## config.mk

```make
export PLATFORM = sky130hd
export DESIGN_NAME = aidc_lite_code_buffer
export DESIGN_NICKNAME = d
export VERILOG_FILES = /design/src/rtl/aidc_lite_pkg.sv /design/src/rtl/aidc_lite_code_bank.sv /design/src/rtl/aidc_lite_code_buffer.sv
export SDC_FILE = /design/constraint.sdc
export NUM_CORES = 1
export LEC_CHECK = 0
export CORE_UTILIZATION = 23
export CTS_CLUSTER_DIAMETER = 30
export DETAILED_ROUTE_END_ITERATION = 8
export PLACE_DENSITY = 0.45
export SYNTH_ARGS = -nofsm -noshare
export SYNTH_HDL_FRONTEND = slang
export SYNTH_SLANG_ARGS = --single-unit
export TNS_END_PERCENT = 30
```

## constraint.sdc

```tcl
create_clock -name clk -period 17.8 [get_ports clk]
set_clock_uncertainty 0.1 [all_clocks]
set_input_delay 2.67 -clock clk [delete_from_list [all_inputs] [get_ports clk]]
set_output_delay 2.67 -clock clk [all_outputs]
set_load 0.01 [all_outputs]
```

## src/rtl/aidc_lite_pkg.sv

```systemverilog
// -----------------------------------------------------------------------------
// aidc_lite_pkg
// Shared definitions for the AIDC-Lite code path: word and size widths, the
// per-bank state encoding used by the code buffer, and the helper that turns
// a compressed block size in bits into the number of 64-bit words it spans.
// -----------------------------------------------------------------------------
package aidc_lite_pkg;

  localparam int AIDC_WORD_W     = 64;
  localparam int AIDC_BLK_SIZE_W = 11;
  localparam int AIDC_PREFIX_W   = 2;
  localparam int AIDC_ADDR_W     = 4;
  // Word count of an 11-bit size is at most 32, so 6 bits are enough.
  localparam int AIDC_NWORDS_W   = AIDC_BLK_SIZE_W - 5;

  typedef enum logic [1:0] {
    EMPTY = 2'd0,
    FILL  = 2'd1,
    FULL  = 2'd2
  } bank_state_e;

  // Words covered by a block of blk_size bits, rounded up, never below one.
  // Not clamped to the bank depth; the caller applies its own depth limit.
  function automatic logic [AIDC_NWORDS_W-1:0] words_of(
    input logic [AIDC_BLK_SIZE_W-1:0] blk_size
  );
    logic [AIDC_BLK_SIZE_W:0] sum;
    sum = {1'b0, blk_size} + (AIDC_BLK_SIZE_W + 1)'(AIDC_WORD_W - 1);
    if (sum[AIDC_BLK_SIZE_W:6] == '0) begin
      return AIDC_NWORDS_W'(1);
    end
    return sum[AIDC_BLK_SIZE_W:6];
  endfunction

endpackage

```

## src/rtl/aidc_lite_code_bank.sv

```systemverilog
// -----------------------------------------------------------------------------
// aidc_lite_code_bank
// One bank of the code buffer: DEPTH x 64-bit storage plus the bank state,
// latched block size and fail bit.
//   clk, rst       : clock, asynchronous active-high reset
//   i_wr_en        : accepted code word targets this bank
//   i_wr_addr/data : word index and code word
//   i_wr_last      : word closes the block (bank goes FULL)
//   i_wr_size      : block size in bits, latched with i_wr_last
//   i_free         : final word of this bank was drained this cycle
//   i_rd_ptr       : word index being presented on the read side
//   o_state        : EMPTY / FILL / FULL
//   o_rd_data      : storage word at i_rd_ptr
//   o_size, o_fail : latched block size and fail flag
// -----------------------------------------------------------------------------
module aidc_lite_code_bank
  import aidc_lite_pkg::*;
#(
  parameter int DEPTH    = 8,
  parameter int MAX_BITS = 512,
  localparam int PTR_W   = $clog2(DEPTH)
) (
  input  logic                       clk,
  input  logic                       rst,
  input  logic                       i_wr_en,
  input  logic [AIDC_ADDR_W-1:0]     i_wr_addr,
  input  logic [AIDC_WORD_W-1:0]     i_wr_data,
  input  logic                       i_wr_last,
  input  logic [AIDC_BLK_SIZE_W-1:0] i_wr_size,
  input  logic                       i_free,
  input  logic [PTR_W-1:0]           i_rd_ptr,
  output bank_state_e                o_state,
  output logic [AIDC_WORD_W-1:0]     o_rd_data,
  output logic [AIDC_BLK_SIZE_W-1:0] o_size,
  output logic                       o_fail
);

  localparam logic [AIDC_ADDR_W:0]     DEPTH_L  = (AIDC_ADDR_W + 1)'(DEPTH);
  localparam logic [AIDC_BLK_SIZE_W-1:0] MAX_SIZE = AIDC_BLK_SIZE_W'(MAX_BITS);

  logic [AIDC_WORD_W-1:0]     r_mem [DEPTH];
  bank_state_e                r_state;
  logic [AIDC_BLK_SIZE_W-1:0] r_size;
  logic                       r_fail;

  logic w_in_range;
  logic w_fail_base;
  logic w_fail_word;

  assign w_in_range  = {1'b0, i_wr_addr} < DEPTH_L;
  // A bank freed this cycle starts its next block with a clean fail bit, even
  // when the first word of that block lands in the same cycle.
  assign w_fail_base = r_fail & ~i_free;
  assign w_fail_word = w_fail_base | ~w_in_range;

  // NOTE: storage has no reset; the FULL state gates every read, so stale
  // contents are never presented as valid and the array maps onto plain RAM.
  always_ff @(posedge clk) begin
    if (i_wr_en && w_in_range) begin
      r_mem[i_wr_addr[PTR_W-1:0]] <= i_wr_data;
    end
  end

  // NOTE: non-blocking assignments throughout; the later i_wr_en branch wins
  // over i_free so a bank freed and rewritten in one cycle ends up FILL/FULL.
  always_ff @(posedge clk or posedge rst) begin
    if (rst) begin
      r_state <= EMPTY;
      r_size  <= '0;
      r_fail  <= 1'b0;
    end else begin
      if (i_free) begin
        r_state <= EMPTY;
        r_fail  <= 1'b0;
      end
      if (i_wr_en) begin
        r_state <= i_wr_last ? FULL : FILL;
        r_fail  <= w_fail_word | (i_wr_last && (i_wr_size > MAX_SIZE));
        if (i_wr_last) begin
          r_size <= i_wr_size;
        end
      end
    end
  end

  assign o_state   = r_state;
  assign o_rd_data = r_mem[i_rd_ptr];
  assign o_size    = r_size;
  assign o_fail    = r_fail;

endmodule

```

## src/rtl/aidc_lite_code_buffer.sv

```systemverilog
// -----------------------------------------------------------------------------
// aidc_lite_code_buffer
// Double-banked block buffer behind the AIDC-Lite code concatenator. Code
// words are written without backpressure into the bank being filled; a closed
// bank is drained with valid/ready together with its size and fail flag.
//   clk, rst        : clock, asynchronous active-high reset
//   valid_i         : code word valid (must be taken or dropped)
//   addr_i, data_i  : word index within block, 64-bit code word
//   last_i          : final word of the block
//   blk_size_i      : block size in bits, sampled with last_i
//   valid_o/ready_i : drain handshake
//   data_o, addr_o  : drained word and its index
//   last_o          : final word of the drained block
//   blk_size_o      : size of the draining block
//   fail_o          : draining block exceeds MAX_BITS or had an out-of-range word
//   overflow_o      : sticky, a word was dropped because no bank was free
// -----------------------------------------------------------------------------
module aidc_lite_code_buffer
  import aidc_lite_pkg::*;
#(
  parameter int DEPTH    = 8,
  parameter int MAX_BITS = 512
) (
  input  logic                       clk,
  input  logic                       rst,
  input  logic                       valid_i,
  input  logic [AIDC_ADDR_W-1:0]     addr_i,
  input  logic [AIDC_WORD_W-1:0]     data_i,
  input  logic                       last_i,
  input  logic [AIDC_BLK_SIZE_W-1:0] blk_size_i,
  output logic                       valid_o,
  input  logic                       ready_i,
  output logic [AIDC_WORD_W-1:0]     data_o,
  output logic [AIDC_ADDR_W-1:0]     addr_o,
  output logic                       last_o,
  output logic [AIDC_BLK_SIZE_W-1:0] blk_size_o,
  output logic                       fail_o,
  output logic                       overflow_o
);

  localparam int PTR_W = $clog2(DEPTH);
  localparam logic [AIDC_NWORDS_W-1:0] DEPTH_N = AIDC_NWORDS_W'(DEPTH);

  logic             r_wr_bank;
  logic             r_rd_bank;
  logic [PTR_W-1:0] r_rd_ptr;
  logic             r_drop;
  logic             r_overflow;

  bank_state_e                w_state   [2];
  logic [AIDC_WORD_W-1:0]     w_rd_data [2];
  logic [AIDC_BLK_SIZE_W-1:0] w_size    [2];
  logic                       w_fail    [2];
  logic [1:0]                 w_wr_en;
  logic [1:0]                 w_free;

  logic                     w_valid;
  logic                     w_last;
  logic                     w_xfer;
  logic                     w_tgt_full;
  logic                     w_accept;
  logic                     w_reject;
  logic [AIDC_NWORDS_W-1:0] w_nwords_raw;
  logic [AIDC_NWORDS_W-1:0] w_nwords;

  for (genvar b = 0; b < 2; b++) begin : g_bank
    aidc_lite_code_bank #(
      .DEPTH    (DEPTH),
      .MAX_BITS (MAX_BITS)
    ) u_bank (
      .clk       (clk),
      .rst       (rst),
      .i_wr_en   (w_wr_en[b]),
      .i_wr_addr (addr_i),
      .i_wr_data (data_i),
      .i_wr_last (last_i),
      .i_wr_size (blk_size_i),
      .i_free    (w_free[b]),
      .i_rd_ptr  (r_rd_ptr),
      .o_state   (w_state[b]),
      .o_rd_data (w_rd_data[b]),
      .o_size    (w_size[b]),
      .o_fail    (w_fail[b])
    );
  end

  // NOTE: every always_comb output gets a default first so no path can leave
  // a signal unassigned and infer a latch.
  always_comb begin
    w_free       = 2'b00;
    w_wr_en      = 2'b00;
    w_valid      = (w_state[r_rd_bank] == FULL);
    w_nwords_raw = words_of(w_size[r_rd_bank]);
    // A failed block can claim more words than a bank holds; drain only DEPTH.
    w_nwords     = (w_nwords_raw > DEPTH_N) ? DEPTH_N : w_nwords_raw;
    w_last       = w_valid && (AIDC_NWORDS_W'(r_rd_ptr) == w_nwords - AIDC_NWORDS_W'(1));
    w_xfer       = w_valid && ready_i;
    if (w_xfer && w_last) begin
      w_free[r_rd_bank] = 1'b1;
    end
    // A bank released by the drain this cycle is already free to the writer.
    w_tgt_full   = (w_state[r_wr_bank] == FULL) && !w_free[r_wr_bank];
    w_accept     = valid_i && !r_drop && !w_tgt_full;
    w_reject     = valid_i && !r_drop && w_tgt_full;
    if (w_accept) begin
      w_wr_en[r_wr_bank] = 1'b1;
    end
  end

  always_ff @(posedge clk or posedge rst) begin
    if (rst) begin
      r_wr_bank  <= 1'b0;
      r_rd_bank  <= 1'b0;
      r_rd_ptr   <= '0;
      r_drop     <= 1'b0;
      r_overflow <= 1'b0;
    end else begin
      if (w_xfer) begin
        if (w_last) begin
          r_rd_ptr  <= '0;
          r_rd_bank <= ~r_rd_bank;
        end else begin
          r_rd_ptr  <= r_rd_ptr + PTR_W'(1);
        end
      end
      if (w_accept && last_i) begin
        r_wr_bank <= ~r_wr_bank;
      end
      // Once a word is dropped, the rest of that block is discarded too so a
      // bank freed mid-block never receives a partial block.
      if (w_reject) begin
        r_overflow <= 1'b1;
        r_drop     <= ~last_i;
      end else if (valid_i && r_drop && last_i) begin
        r_drop     <= 1'b0;
      end
    end
  end

  assign valid_o    = w_valid;
  assign data_o     = w_rd_data[r_rd_bank];
  assign addr_o     = AIDC_ADDR_W'(r_rd_ptr);
  assign last_o     = w_last;
  assign blk_size_o = w_valid ? w_size[r_rd_bank] : '0;
  assign fail_o     = w_valid & w_fail[r_rd_bank];
  assign overflow_o = r_overflow;

endmodule

```

# Word-level counts from Yosys, hierarchy flattened

Memories as Yosys holds them, arrays and structs flattened.
Index checks and enable logic that the tools add are counted.

Bits in registers: 35
Memory bits (writable): 1024
Input bits: 84
Output and inout port bits: 83
Logic and storage cells: 112
Memories kept: 2

Memory list:

| name                   | depth | width | rd ports | clocked after Yosys merged registers in | wr ports | RTL line                  | source |
|---|---|---|---|---|---|---|---|
| g_bank[0].u_bank.r_mem | 8     | 64    | 1        | 0                                       | 1        | aidc_lite_code_bank.sv:41 | `logic [AIDC_WORD_W-1:0] r_mem [DEPTH];` |
| g_bank[1].u_bank.r_mem | 8     | 64    | 1        | 0                                       | 1        | aidc_lite_code_bank.sv:41 |  |

Add/sub/neg operators: 3
Order comparisons: 9
Eq/ne operators: 3
Muxes and demuxes: 44
Bitwise operators: 15
Reduce and logical (&&, ||, !) cells: 25

Operator list:

| operator                | number |
|---|---|
| $mux W64                | 3 |
| $mux W11                | 4 |
| $mux W2                 | 13 |
| $mux W1                 | 18 |
| $mux W6                 | 3 |
| $logic_and A1 B1 Y1     | 15 |
| $add A11 B6 Y12 const B | 1 |
| $gt A11 B10 Y1 const B  | 1 |
| $eq A3 B6 Y1            | 1 |
| $gt A6 B4 Y1 const B    | 1 |
| $logic_not A6 Y1        | 1 |
| $not A1 Y1              | 6 |
| $reduce_and A2 Y1       | 3 |
| $reduce_bool A2 Y1      | 3 |
| $sub A6 B1 Y6 const B   | 1 |
| $eq A2 B2 Y1 const B    | 2 |
| $ge A2 B2 Y1 const B    | 2 |
| $lt A1 B2 Y1 const B    | 2 |
| $lt A4 B4 Y1 const B    | 1 |
| $not A1 Y2              | 2 |
| $or A1 B1 Y1            | 4 |
| $add A3 B1 Y3 const B   | 1 |
| $and A1 B1 Y1           | 3 |
| $logic_not A1 Y1        | 3 |
| other kinds (3)         | 5 |

# Logic depth before layout (Yosys ltp)

Word-level depth: 25
Gate-level depth with buffers: 14
Mapped depth without buffers: 12

# Cells and area by module

Synthesis repeated with hierarchy kept, for this count alone.

Cells, all modules: 1770
Area, all modules: 41390.9 um2

By module, submodules not included:

| module                | times used | cells an instance | area each (um2) | seq. area each (um2) |
|---|---|---|---|---|
| aidc_lite_code_bank   | 2          | 794               | 19844.0         | 15725.1 |
| aidc_lite_code_buffer | 1          | 182               | 1702.9          | 175.2 |

# Least setup slack after synthesis

No wires, ideal clock.

Path type: input to register
From: input port ready_i
To: memory g_bank[1].u_bank.r_mem[0][0], enable pin
Library setup time: 0.651 ns
Arrival: 9.591 ns
Data required time: 17.049 ns
Path slack: 7.458 ns
Stages on the path: 5
Buffers on the path: 1
Path through: nand3_1 or4_4 a21bo_1 buf_6 nor4_1

Longest elaborated chain between the ends: 13

RTL lines:

| item                                       | RTL line                     | source |
|---|---|---|
| from (decl)                                | aidc_lite_code_buffer.sv:32  | `input logic ready_i,` |
| $logic_and A1 B1 Y1                        | aidc_lite_code_buffer.sv:97  | `w_xfer = w_valid && ready_i;` |
| $logic_and A1 B1 Y1                        | aidc_lite_code_buffer.sv:98  | `if (w_xfer && w_last) begin` |
| $mux W2                                    | aidc_lite_code_buffer.sv:98  |  |
| $mux W1 (not written as such) (2 in a row) | aidc_lite_code_buffer.sv:102 | `w_tgt_full = (w_state[r_wr_bank] == FULL) && !w_free[r_wr_bank];` |
| $logic_not A1 Y1                           | aidc_lite_code_buffer.sv:102 |  |
| $logic_and A1 B1 Y1                        | aidc_lite_code_buffer.sv:102 |  |
| $logic_not A1 Y1                           | aidc_lite_code_buffer.sv:103 | `w_accept = valid_i && !r_drop && !w_tgt_full;` |
| $logic_and A1 B1 Y1                        | aidc_lite_code_buffer.sv:103 |  |
| $mux W2                                    | aidc_lite_code_buffer.sv:105 | `if (w_accept) begin` |
| $logic_and A1 B1 Y1                        | aidc_lite_code_bank.sv:59    | `if (i_wr_en && w_in_range) begin` |
| $mux W1                                    | aidc_lite_code_bank.sv:59    |  |
| $mux W1 (not written as such)              | aidc_lite_code_bank.sv:60    | `r_mem[i_wr_addr[PTR_W-1:0]] <= i_wr_data;` |
| to (decl)                                  | aidc_lite_code_bank.sv:41    |  |

Every way passes these cells. The select of a mux whose other input is x is not followed.

# Worst setup path after layout

From: register r_rd_ptr[0]
To: output port data_o[37]

Longest elaborated chain between the ends: 4
Elaborated cells between the ends (all ways): 5
Those cells by class: 3 x mux; 2 x memory

RTL lines:

| item                                          | RTL line                     | source |
|---|---|---|
| from (decl)                                   | aidc_lite_code_buffer.sv:46  | `logic [PTR_W-1:0] r_rd_ptr;` |
| from (signal assigned)                        | aidc_lite_code_buffer.sv:123 | `r_rd_ptr <= r_rd_ptr + PTR_W'(1);` |
| $mem_v2 Z8 W64                                | n/a                          |  |
| $mux W64 (not written as such) * (3 in a row) | aidc_lite_code_buffer.sv:141 | `assign data_o = w_rd_data[r_rd_bank];` |
| to (decl)                                     | aidc_lite_code_buffer.sv:33  | `output logic [AIDC_WORD_W-1:0] data_o,` |

Every way passes the cells marked *; elsewhere a longest branch is shown, timed or not. The select of a mux whose other input is x is not followed.

==> impl_metrics.csv <==
group,metric,value,unit
outcome,status,"complete, no violations",
setup_path,regToRegStartpoint,"r_rd_bank",
yosys,yosysSeqAreaShare,0.7833,
yosys,yosys.area.top_type,"edfxtp_1",
clock_network,root_buffer,"clkbuf_16",
sta,fin_setup_tns,0,ns
clock_network,clkTransAtPathRegs,0.04,ns
grt,overflow,0,
clock_network,cts.sink_count,1059,
yosys,synthSimpleGateAreaFrac,0.009978,
pwr,pwr_density_cell,174.8,nW/µm²
final_layout,layout.cells.non_filler,4508,
die,die_x,421.0,µm
clock_network,clkLatencyLatePin,0.79,ns
die,num_rows,153,
yosys,synth-edff-count,1024,
route,wl_met1,43880,µm
yosys,synth-seq-cells,1059,
clock_network,cts-resized-gates,0,
route,vias,18870,
grt,grt_pass1_wl,152300,µm
yosys,synth_fa_ha_area_frac,0.0006198,
place,gp_congestion,0.7036,
die,ios,167,
route,first_pass_iters,4,
yosys,synth_top_cell_area_share,0.7616,
route,top_layer,"met5",
yosys,yosysMostFrequentCell,"edfxtp_1",
pwr,p_leak,16.88,nW
clock_network,cts_buffer_depth,3,
setup_path,rr_worst_depth,11,
sta,final-hold-violation-count,0,
place,portBuffers,165,
route,route.met2.wl,54940,µm
route,antenna_left,0,
setup_path,cp_num_buf_inv,4,
setup_path,cp_slowest_stage_delay,0.90,ns
yosys,synthXorXnorAreaFrac,0.001302,
worst_hold_path,hold_path_class,"flop to flop",
yosys,syn_area,40380,µm²
route,route.met3.wl,4797,µm
sta,min_period,8.717,ns
sta,tightestPinTransition,1.118,ns
sta,layout_setup_ws,9.083,ns
setup_path,cp.required,15.03,ns
setup_path,worstPathCellList,"buf_4 > buf_4 > buf_4 > mux4_2 > mux4_2 > clkdlybuf4s50_1",
clock_network,cts_buffers,231,
worst_hold_path,min_delay_path_depth,2,
die,fp.dieH,421.0,µm
run,drv_cap,0,
route,vias_per_cell,4.187,
pwr,irDropWorstVdd,110.2,µV
setup_path,cp-end-kind,"primary output",
sta,maxSlewViolCount,0,
place,pre_cts_ws,9.581,ns
yosys,syn_avg_cell_area,24.94,µm²
route,drc,0,
final_layout,final_layout_size_suffix_gt1_frac,0.3682,
grt,grt_start_max_net_pins,102,
place,place_hpwl,53380,µm
yosys,synth_common_cells,"1024 x edfxtp_1, 320 x mux4_2, 52 x clkbuf_1",
yosys,synth_cell_types,52,
grt,grt_usage,0.1202,
route,wl,105800,µm
setup_path,cp_max_fo,45,
clock_network,ctsHoldBuffers,0,
route,drt_first_iter_violations,1483,
place,placed_area,45060,µm²
sta,holdWs,0.3913,ns
setup_path,r2r-end,"g_bank[1].u_bank.r_mem[0][62]",
clock_network,post_cts_buffers,0,
place,dp_cells,4072,
sta,rsz0062_at_grt,"no",
setup_path,slowest_stage,"buf_4",
yosys,async_flop_share,0.03305,
sta,fmax,114.7,MHz
setup_path,path_common_cell,"buf_4",
final_layout,design_area,53400,µm²
sta,period_share,0.4897,
yosys,yosys_warnings,0,
setup_path,worstPathArrival,5.95,ns
yosys,synthTopCellsByArea,"edfxtp_1 76%, mux4_2 18%, dfrtp_1 2.2%, clkbuf_1 0.48%, mux2_2 0.45%",
setup_path,crit_type,"flop to primary output",
sta,finalSetupViolCount,0,
clock_network,cts_tree,"built",
setup_path,rrSetupSlack,11.36,ns
yosys,synth-compound-area-share,0.007003,
yosys,synth_cells,1619,
grt,grt_pass1_vias,20940,
setup_path,worstSetupStartpointType,"flop",
final_layout,syn2layout_area_growth,32.24,%
yosys,synth_nets,1705,
yosys,synth_top_family_by_area,"multiplexers",
worst_hold_path,hold_end,"g_bank[1].u_bank.o_fail",
clock_network,htreeDepth,4,
die,dieArea,177200,µm²
die,start_util,0.2318,
setup_path,critPathTopFamily,"buffers and inverters",
yosys,synth_ff_type,"edfxtp_1",
final_layout,finalNetCount,2066,
grt,antenna_found_initial,7,
worst_hold_path,hp-start,"g_bank[1].u_bank.o_fail",
sta,relSlewSlack,0.2547,
yosys,synthMuxAreaShare,0.1890,
route,post_drt_wl_per_cell,23.46,µm
die,core,174200,µm²
[worst min-delay path, stage by stage, from the launching register on]
cell and delay [ns]:
dfrtp_1 0.34, nand2_1 0.05, o21ai_1 0.06
[worst max path at each step]
| stage | from | endpoint | slack (ns) | cells after the start |
|---|---|---|---|---|
| after floorplan | ready_i | g_bank[1].u_bank.r_mem[0][0] | 7.46 | 5 |
| after global placement | r_rd_ptr[0] | data_o[37] | 9.64 | 6 |
| after detailed placement | r_rd_ptr[0] | data_o[45] | 9.58 | 6 |
| after CTS | r_rd_ptr[0] | data_o[45] | 8.68 | 6 |
| after global routing | r_rd_ptr[0] | data_o[37] | 8.43 | 6 |
| final | r_rd_ptr[0] | data_o[37] | 9.08 | 6 |
[flip-flops by register name (all words and copies together) (netlist names)]
name / cells
g_bank.u_bank.r_mem: 1024
g_bank.u_bank.o_size: 22
r_drop: 1
g_bank.u_bank.o_state: 4
r_rd_bank: 1
g_bank.u_bank.o_fail: 2
r_wr_bank: 1
overflow_o: 1
r_rd_ptr: 3
[cell type report]
type,count,area (µm²)
clock inverters,178,2355
inverters,4,15.01
repair buffers,209,1994
multi-input cells,475,8497
clock buffers,256,5979
flip-flops and latches,1059,31640
diodes,2,5.005
well taps,2325,2909
fillers,16730,120800
[layer usage]
metal	up-vias	track usage
met5	-	0
met4	4	0.03790
met3	181	0.03063
met2	470	0.2074
met1	10350	0.1462
li1	7869	-
[logic make-up (layout without fill, tap and decap cells)]
logic type	Yosys count	in the layout
AND/OR/NAND/NOR	77	77
other	1	3
adder cells (fa/ha/maj)	2	2
AO/OA/AOI/OAI	33	33
flip-flops	1059	1059
XOR/XNOR	6	6
multiplexers	356	356
buffers and inverters	85	647
[cell usage in the layout (no fill, tap or decap), types with 5 or more instances in the layout]
cell type | netlist | layout
edfxtp_1 | 1024 | 1024
mux4_2 | 320 | 320
clkbuf_16 | 0 | 235
clkdlybuf4s50_1 | 0 | 165
bufinv_16 | 0 | 46
buf_4 | 2 | 43
clkinv_2 | 0 | 36
clkinv_1 | 0 | 31
dfrtp_1 | 35 | 31
clkinv_4 | 0 | 26
clkinvlp_4 | 0 | 23
clkbuf_1 | 52 | 19
nor2_1 | 24 | 18
mux2_2 | 16 | 16
nand2_1 | 13 | 13
mux2i_1 | 11 | 11
mux2_4 | 9 | 9
nor3_2 | 0 | 8
inv_6 | 0 | 8
o21ai_0 | 6 | 6
nor2_4 | 0 | 6
a21oi_1 | 5 | 5
nand2b_1 | 5 | 5
clkinv_16 | 0 | 5
[where the power goes]
group	internal, mW	switching, mW	leakage, nW	total, mW
logic	1.06	0.890	3.26	1.95
registers	2.80	0.114	9.62	2.92
clock network	3.08	1.39	4.00	4.47
[through the flow]
stage	power (mW)	utilization
6_report	9.333	0.3065
5_1_grt	9.690	0.3065
4_1_cts	9.489	0.3065
3_5_place_dp	4.978	0.2586
3_3_place_gp	4.957	0.2586
2_1_floorplan	4.183	-
Power figures use the tool's default switching activity.
